File: config.mk
export PLATFORM = sky130hd
export DESIGN_NAME = multicycle_controller
export DESIGN_NICKNAME = d
export VERILOG_FILES = /design/src/rtl/mc_pkg.sv /design/src/rtl/mc_opcode_class.sv /design/src/rtl/multicycle_controller.sv
export SDC_FILE = /design/constraint.sdc
export NUM_CORES = 1
export LEC_CHECK = 0
export CORE_MARGIN = 2
export CORE_UTILIZATION = 36
export CTS_CLUSTER_SIZE = 12
export DETAILED_ROUTE_END_ITERATION = 16
export GPL_TIMING_DRIVEN = 0
export PLACE_DENSITY_LB_ADDON = 0.1
export SYNTH_ARGS = -nofsm -noshare
export SYNTH_HDL_FRONTEND = slang
export SYNTH_SLANG_ARGS = --single-unit
File: constraint.sdc
create_clock -name clk -period 2.73 [get_ports clk]
set_clock_uncertainty 0.2 [all_clocks]
set_input_delay 0.546 -clock clk [delete_from_list [all_inputs] [get_ports clk]]
set_output_delay 0.546 -clock clk [all_outputs]
set_load 0.03 [all_outputs]
File: src/rtl/mc_pkg.sv
// Shared types and encodings for the multi-cycle RV32I controller.
package mc_pkg;

   typedef enum logic [2:0] {
      S_BOOT,
      S_FETCH,
      S_DECODE,
      S_EXEC,
      S_MEM,
      S_WB,
      S_JUMP,
      S_HALT
   } state_t;

   localparam logic [6:0] OP_R      = 7'h33;
   localparam logic [6:0] OP_I      = 7'h13;
   localparam logic [6:0] OP_LOAD   = 7'h03;
   localparam logic [6:0] OP_STORE  = 7'h23;
   localparam logic [6:0] OP_BRANCH = 7'h63;
   localparam logic [6:0] OP_JAL    = 7'h6f;
   localparam logic [6:0] OP_JALR   = 7'h67;
   localparam logic [6:0] OP_HALT   = 7'h7f;

   localparam logic [1:0] PC_SRC_ALU    = 2'b00;
   localparam logic [1:0] PC_SRC_ALUOUT = 2'b01;

   localparam logic [1:0] SRC_A_PC     = 2'b00;
   localparam logic [1:0] SRC_A_OLD_PC = 2'b01;
   localparam logic [1:0] SRC_A_RS1    = 2'b10;

   localparam logic [1:0] SRC_B_RS2  = 2'b00;
   localparam logic [1:0] SRC_B_FOUR = 2'b01;
   localparam logic [1:0] SRC_B_IMM  = 2'b10;

   localparam logic [1:0] ALUOP_ADD    = 2'b00;
   localparam logic [1:0] ALUOP_BRANCH = 2'b01;
   localparam logic [1:0] ALUOP_RTYPE  = 2'b10;
   localparam logic [1:0] ALUOP_ITYPE  = 2'b11;

   localparam logic [1:0] WB_ALUOUT = 2'b00;
   localparam logic [1:0] WB_MDR    = 2'b01;
   localparam logic [1:0] WB_PC     = 2'b10;

   typedef struct packed {
      logic r;
      logic i;
      logic load;
      logic store;
      logic branch;
      logic jal;
      logic jalr;
      logic halt;
   } op_class_t;

endpackage

File: src/rtl/mc_opcode_class.sv
// One-hot instruction class decode; illegal is set when no class matches.
module mc_opcode_class
   import mc_pkg::*;
(
   input  logic [6:0] op,
   output op_class_t  cls,
   output logic       illegal
);

   always_comb begin
      cls = '0;
      case (op)
         OP_R:      cls.r      = 1'b1;
         OP_I:      cls.i      = 1'b1;
         OP_LOAD:   cls.load   = 1'b1;
         OP_STORE:  cls.store  = 1'b1;
         OP_BRANCH: cls.branch = 1'b1;
         OP_JAL:    cls.jal    = 1'b1;
         OP_JALR:   cls.jalr   = 1'b1;
         OP_HALT:   cls.halt   = 1'b1;
         default:   cls        = '0;
      endcase
      illegal = ~|cls;
   end

endmodule

File: src/rtl/multicycle_controller.sv
// Multi-cycle FETCH/DECODE/EXEC/MEM/WB sequencer for the RV32I datapath.
// Performance counters are built only when MC_PERF_CNT_EN is defined.
//
// state  | meaning
// BOOT   | post-reset, all outputs idle
// FETCH  | instruction read from memory at PC, PC+4 computed
// DECODE | op_q latched, branch/JAL target into ALUOut
// EXEC   | ALU operation for the instruction class
// MEM    | load/store data access at ALUOut
// WB     | register file write from ALUOut or MDR
// JUMP   | link register write and PC load from ALUOut
// HALT   | absorbing stop, left only by reset
module multicycle_controller
   import mc_pkg::*;
#(
   parameter int CNT_W = 32
) (
   input  logic             clk,
   input  logic             rst,
   input  logic [6:0]       opcode,
   input  logic             branch_taken,
   input  logic             mem_ready,
   output logic             mem_req,
   output logic             mem_we,
   output logic             iord,
   output logic             ir_write,
   output logic             pc_write,
   output logic [1:0]       pc_src,
   output logic [1:0]       alu_src_a,
   output logic [1:0]       alu_src_b,
   output logic [1:0]       aluop,
   output logic             reg_write,
   output logic [1:0]       mem_to_reg,
   output logic             halted,
   output logic             illegal,
   output logic [CNT_W-1:0] cycle_cnt,
   output logic [CNT_W-1:0] instret_cnt
);

   state_t     state_q, state_d;
   logic [6:0] op_q, op_d;
   logic [6:0] op_sel;
   op_class_t  cls;
   logic       cls_illegal;

   // op_q is not yet valid in DECODE, so classify the live opcode there.
   assign op_sel = (state_q == S_DECODE) ? opcode : op_q;

   mc_opcode_class u_opcode_class (
      .op      (op_sel),
      .cls     (cls),
      .illegal (cls_illegal)
   );

   always_comb begin
      state_d = state_q;
      op_d    = op_q;
      case (state_q)
         S_BOOT:   state_d = S_FETCH;
         S_FETCH:  if (mem_ready) state_d = S_DECODE;
         S_DECODE: begin
            op_d = opcode;
            if (cls.jal)                      state_d = S_JUMP;
            else if (cls.halt || cls_illegal) state_d = S_HALT;
            else                              state_d = S_EXEC;
         end
         S_EXEC: begin
            if (cls.r || cls.i)             state_d = S_WB;
            else if (cls.load || cls.store) state_d = S_MEM;
            else if (cls.jalr)              state_d = S_JUMP;
            else                            state_d = S_FETCH;
         end
         S_MEM:    if (mem_ready) state_d = cls.load ? S_WB : S_FETCH;
         S_WB:     state_d = S_FETCH;
         S_JUMP:   state_d = S_FETCH;
         S_HALT:   state_d = S_HALT;
         default:  state_d = S_BOOT;
      endcase
   end

   always_ff @(posedge clk or posedge rst) begin
      if (rst) begin
         state_q <= S_BOOT;
         op_q    <= '0;
      end else begin
         state_q <= state_d;
         op_q    <= op_d;
      end
   end

   always_comb begin
      mem_req    = 1'b0;
      mem_we     = 1'b0;
      iord       = 1'b0;
      ir_write   = 1'b0;
      pc_write   = 1'b0;
      pc_src     = PC_SRC_ALU;
      alu_src_a  = SRC_A_PC;
      alu_src_b  = SRC_B_RS2;
      aluop      = ALUOP_ADD;
      reg_write  = 1'b0;
      mem_to_reg = WB_ALUOUT;
      halted     = 1'b0;
      illegal    = 1'b0;
      case (state_q)
         S_FETCH: begin
            mem_req   = 1'b1;
            alu_src_b = SRC_B_FOUR;
            ir_write  = mem_ready;
            pc_write  = mem_ready;
         end
         S_DECODE: begin
            alu_src_a = SRC_A_OLD_PC;
            alu_src_b = SRC_B_IMM;
         end
         S_EXEC: begin
            alu_src_a = SRC_A_RS1;
            if (cls.r) begin
               alu_src_b = SRC_B_RS2;
               aluop     = ALUOP_RTYPE;
            end else if (cls.i) begin
               alu_src_b = SRC_B_IMM;
               aluop     = ALUOP_ITYPE;
            end else if (cls.branch) begin
               alu_src_b = SRC_B_RS2;
               aluop     = ALUOP_BRANCH;
               pc_write  = branch_taken;
               pc_src    = PC_SRC_ALUOUT;
            end else begin
               alu_src_b = SRC_B_IMM;
            end
         end
         S_MEM: begin
            mem_req = 1'b1;
            iord    = 1'b1;
            mem_we  = cls.store;
         end
         S_WB: begin
            reg_write  = 1'b1;
            mem_to_reg = cls.load ? WB_MDR : WB_ALUOUT;
         end
         S_JUMP: begin
            reg_write  = 1'b1;
            mem_to_reg = WB_PC;
            pc_write   = 1'b1;
            pc_src     = PC_SRC_ALUOUT;
         end
         S_HALT: begin
            halted  = 1'b1;
            illegal = cls_illegal;
         end
         default: ;
      endcase
   end

`ifdef MC_PERF_CNT_EN
   localparam logic [CNT_W-1:0] CNT_ONE = CNT_W'(1);

   logic [CNT_W-1:0] cycle_cnt_q, cycle_cnt_d;
   logic [CNT_W-1:0] instret_cnt_q, instret_cnt_d;
   logic             retire;

   // Any return to FETCH from a state other than FETCH/BOOT ends an instruction.
   assign retire = (state_d == S_FETCH) && (state_q != S_FETCH) && (state_q != S_BOOT);

   always_comb begin
      cycle_cnt_d   = cycle_cnt_q;
      instret_cnt_d = instret_cnt_q;
      if (state_q != S_BOOT && state_q != S_HALT) cycle_cnt_d = cycle_cnt_q + CNT_ONE;
      if (retire) instret_cnt_d = instret_cnt_q + CNT_ONE;
   end

   always_ff @(posedge clk or posedge rst) begin
      if (rst) begin
         cycle_cnt_q   <= '0;
         instret_cnt_q <= '0;
      end else begin
         cycle_cnt_q   <= cycle_cnt_d;
         instret_cnt_q <= instret_cnt_d;
      end
   end

   assign cycle_cnt   = cycle_cnt_q;
   assign instret_cnt = instret_cnt_q;
`else
   assign cycle_cnt   = '0;
   assign instret_cnt = '0;
`endif

endmodule

==> flow_results.org <==
** Routing
- First-pass iteration count of the detailed router :: 4
- After detailed routing, the total wire length is 3.41 mm.
- Routed Antenna Nets :: 0
- Vias :: 1370
- After detailed routing, the average wire length per cell comes to 10.0 µm.
- Via density per instance :: a little over 4
- Drt initial violations :: 38
- Final routed DRC violation total :: 0

** Synthesis
- Each instance of the synthesized netlist takes up on average 7.49 µm².
- Mapped Cells :: 180
- Cell variety after synth :: 45
- Synth Cell Area :: 0.00135 mm²
- Counting flops and latches in the post-synthesis netlist gives 10.
- Yosys mapped a number of flops with a built-in enable equal to 0.
- Most used flip-flop cell after synthesis :: dfrtp_1
- Sequential element share of the synthesized area :: 18.6%
- During synthesis, Yosys emitted a total of 0 warnings.
- FFs w/ async S/R, synth :: 100%

** Final layout
- Relative to the synthesized area, the layout overhead comes to 63.3%.
- The post-route netlist has ~40% of its cells at a drive strength greater than 1.
- At the end of the flow, the number of nets in the layout was 304.
- The number of antenna diodes in the final layout is 0.
- Design area :: 0.00220 mm²

** GRT
- For this run, global-route usage on met3 was measured as between 2 and 2.5%.
- Met1 global-route usage :: 19.1%
- Global-route wire length before repair :: 4.93 mm
- Global routing used 25.4% of the available met2 tracks.
- The number of global-route vias before repair is 1074.
- The number of antenna violations at the first check in global routing is 0.
- Global routing finished with a remaining overflow of 0.
- In this run the most used layer during global routing was met2.
- Largest net degree at the start of global routing :: 11
- Global routing used between 10 and 15% of the available tracks across all layers.

** Worst setup path
- Arr. time, crit path :: a little over 2 ns
- The startpoint identified for the worst register-to-register timing path is state_q[2].
- The worst setup path is captured at a primary output.
- In this run the worst path has a maximum fanout of 4.
- The worst setup path is launched from a primary input.
- Cells traversed along the worst timing path :: dlygate4sd2_1 -> and4bb_4 -> or4b_4 -> a211oi_2 -> buf_4
- The slowest stage of the critical path belongs to the cell or4b_4.
- Crit path largest cell delay :: 0.47 ns
- The most critical setup path has its startpoint at opcode[2].
- By startpoint and endpoint, the worst setup path is classified as primary input to primary output.
- STA puts the critical path data required time at 1.98 ns.

** Place
- Area of placed instances :: 0.00193 mm²
- At the end of routability-driven placement, the weighted congestion stood at 0.867.
- Sum of net half-perimeters after detailed placement :: 2.47 mm
- Timing analysis after detailed placement gives a worst setup slack of -0.840 ns.
- Port buffering added 27 buffers.

** Power
- In this run the power density over the cells is 746 mW/mm².
- Part of the power in combinational logic :: 67.4%
- Of the total power, the share spent switching nets is 48.9%.
- Peak ir drop on the vdd network :: 0.277 mV
- Design internal power :: around 0.84 mW
- Of the total power, registers draw 20.8%.
- The analysis attributes to net switching a power of 0.804 mW.
- Fraction of power consumed by the clock network :: roughly an eighth
- Summing internal, switching and leakage power gives between 1.5 and 2 mW.
- The analysis attributes to cell leakage a power of 1.26 nW.

** Floorplanning
- Starting density of the core :: a little under two fifths
- Horizontal die dimension :: 65.2 µm
- Number of I/O pins :: 93
- The die covers 0.00425 mm².
- Number of core rows :: 22
- Overall die height :: 65.2 µm
- Total core area :: 0.00363 mm²

** STA
- Setup violations remaining at the end of the flow were counted as 2.
- Final hold violation count :: 0
- Final-report max-slew violation count :: 0
- The final critical path takes up 102% of the cycle.
- Setup repair after global routing could not meet its margin everywhere.
- Max Freq :: 0.359 GHz
- Once routing completed, OpenROAD measured the worst setup slack at -0.0576 ns.
- The worst path in the final design needs a cycle of 2.79 ns, including I/O delays and setup.

** CTS
- Number of H-tree levels :: 1
- Number of buffers inserted during clock tree synthesis :: 3
- TritonCTS sink count :: 10
- The cell sitting at the root of the clock tree is a clkbuf_8.
- At the later pin of the worst-skew pair, clock insertion delay measures roughly 0.24 ns.
- Bufs on Longest Clock Path :: 2
- After clock tree synthesis, the clock-pin slew on the worst setup and hold paths is approximately 0.050 ns.
- Clock tree from TritonCTS :: built

** Outcome
- Outcome :: finished with violations
- Violated checks :: setup timing

** Run
- Max-cap violations in this run came to 0.

** Worst hold path
- The min-delay analysis places its worst path in the category register to register.
- Hold path startpoint :: op_q[0]
-- per-layer routing --
metal | part of all wire (%) | up-vias
met5 | 0 | -
met4 | 1.5 | 0
met3 | 11 | 6
met2 | 49 | 86
met1 | 38 | 574
li1 | - | 704
-- per-stage QoR --
stage / setup TNS [ns] / hold slack [ns] / util [%] / cells
CTS: -0.118 / 0.332 / 56.6 / 330
floorplan: 0 / 0.186 / - / 244
global placement: -3.48 / 0.283 / 53.1 / 319
global route: -0.323 / 0.388 / 60.6 / 340
detailed placement: -3.46 / 0.299 / 53.1 / 319
finish: -0.0687 / 0.365 / 60.6 / 340
-- what timing repair did --
item                                    4_1_cts  5_1_grt
endpoints found under the setup margin       14        8
hold buffers                                  0        0
buffers inserted                              7       10
gates resized for setup                      68       17
gates cloned                                  0        0
pin swaps                                     6       10
-- worst max-delay path: cells and delay by family --
| kind | cells | cell delay, ns |
|---|---|---|
| and+or+nand+nor | 2 | 0.84 |
| buffers and inverters | 2 | 0.43 |
| AOI/OAI and AO/OA | 1 | 0.21 |
-- flip-flops by register name, indices dropped and copies added (netlist names) --
| register | count |
|---|---|
| state_q | 3 |
| op_q | 7 |
-- synth_stat cells, types with 2 or more instances --
library cell,count,share of area [%]
nor2_1,7,1.9
a21oi_1,4,1.5
buf_4,65,36
o21ai_0,5,1.9
inv_1,6,1.7
nand3_1,2,0.74
nor4_1,2,0.93
and4_1,2,1.3
nand2_1,26,7.2
or3_1,4,1.9
nand2b_1,5,2.3
dfrtp_1,10,19
clkbuf_1,2,0.56
buf_2,2,0.74
and3_1,4,1.9
nand4_1,4,1.9
a31oi_1,2,0.93
-- area by class of cell --
cell class / count / area [µm²]
Buffer: 70 / 536
Clock buffer: 4 / 55.1
Fill cell: 329 / 1430
Inverter: 7 / 31.3
Multi-Input combinational cell: 157 / 890
Sequential cell: 10 / 251
Tap cell: 48 / 60.1
Timing Repair Buffer: 44 / 379
-- power by group through the flow --
stage          Clock (mW)  Combinational, mW  Sequential, mW
2_1_floorplan           0              0.705           0.285
3_3_place_gp            0              0.921           0.313
3_5_place_dp            0              0.927           0.316
4_1_cts             0.195              0.971           0.323
5_1_grt             0.203               1.19           0.352
6_report            0.194               1.11           0.341
-- cell usage in the layout, fill, tap and decap left out, drive strengths merged, types with 2 or more instances in the layout --
master / count
a211oi: 2
a21oi: 4
a31oi: 2
and3: 4
and4: 2
buf: 92
clkbuf: 6
clkdlybuf4s50: 10
conb: 65
dfrtp: 10
dlygate4sd2: 10
inv: 6
nand2: 26
nand2b: 5
nand3: 2
nand4: 5
nor2: 7
nor4: 2
o21ai: 5
or3: 4
-- cell families (layout without fill, tap and decap cells) --
logic type / count (synthesis) / in the layout / share of synthesized area [%]
flops: 10 / 10 / 18.6
mux: 1 / 1 / 0.742
buf+inv: 77 / 125 / 40.4
other cells: 1 / 65 / 0.278
xor+xnor: 1 / 1 / 0.649
compound gates: 19 / 19 / 9.46
simple gates: 71 / 71 / 29.9
-- worst paths after layout --
check | cells past startpoint | to | slack (ns)
worst max-delay path | 5 | mem_we | -0.06
worst min-delay path | 2 | op_q[0] | 0.36
worst max register to register | 8 | state_q[2] | 0.65
worst min register to register | 2 | op_q[0] | 0.36
max in group asynchronous | 2 | state_q[0] | 1.57
min in group asynchronous | 2 | op_q[2] | 0.42
No activity file was read; power rests on OpenSTA's default activity.
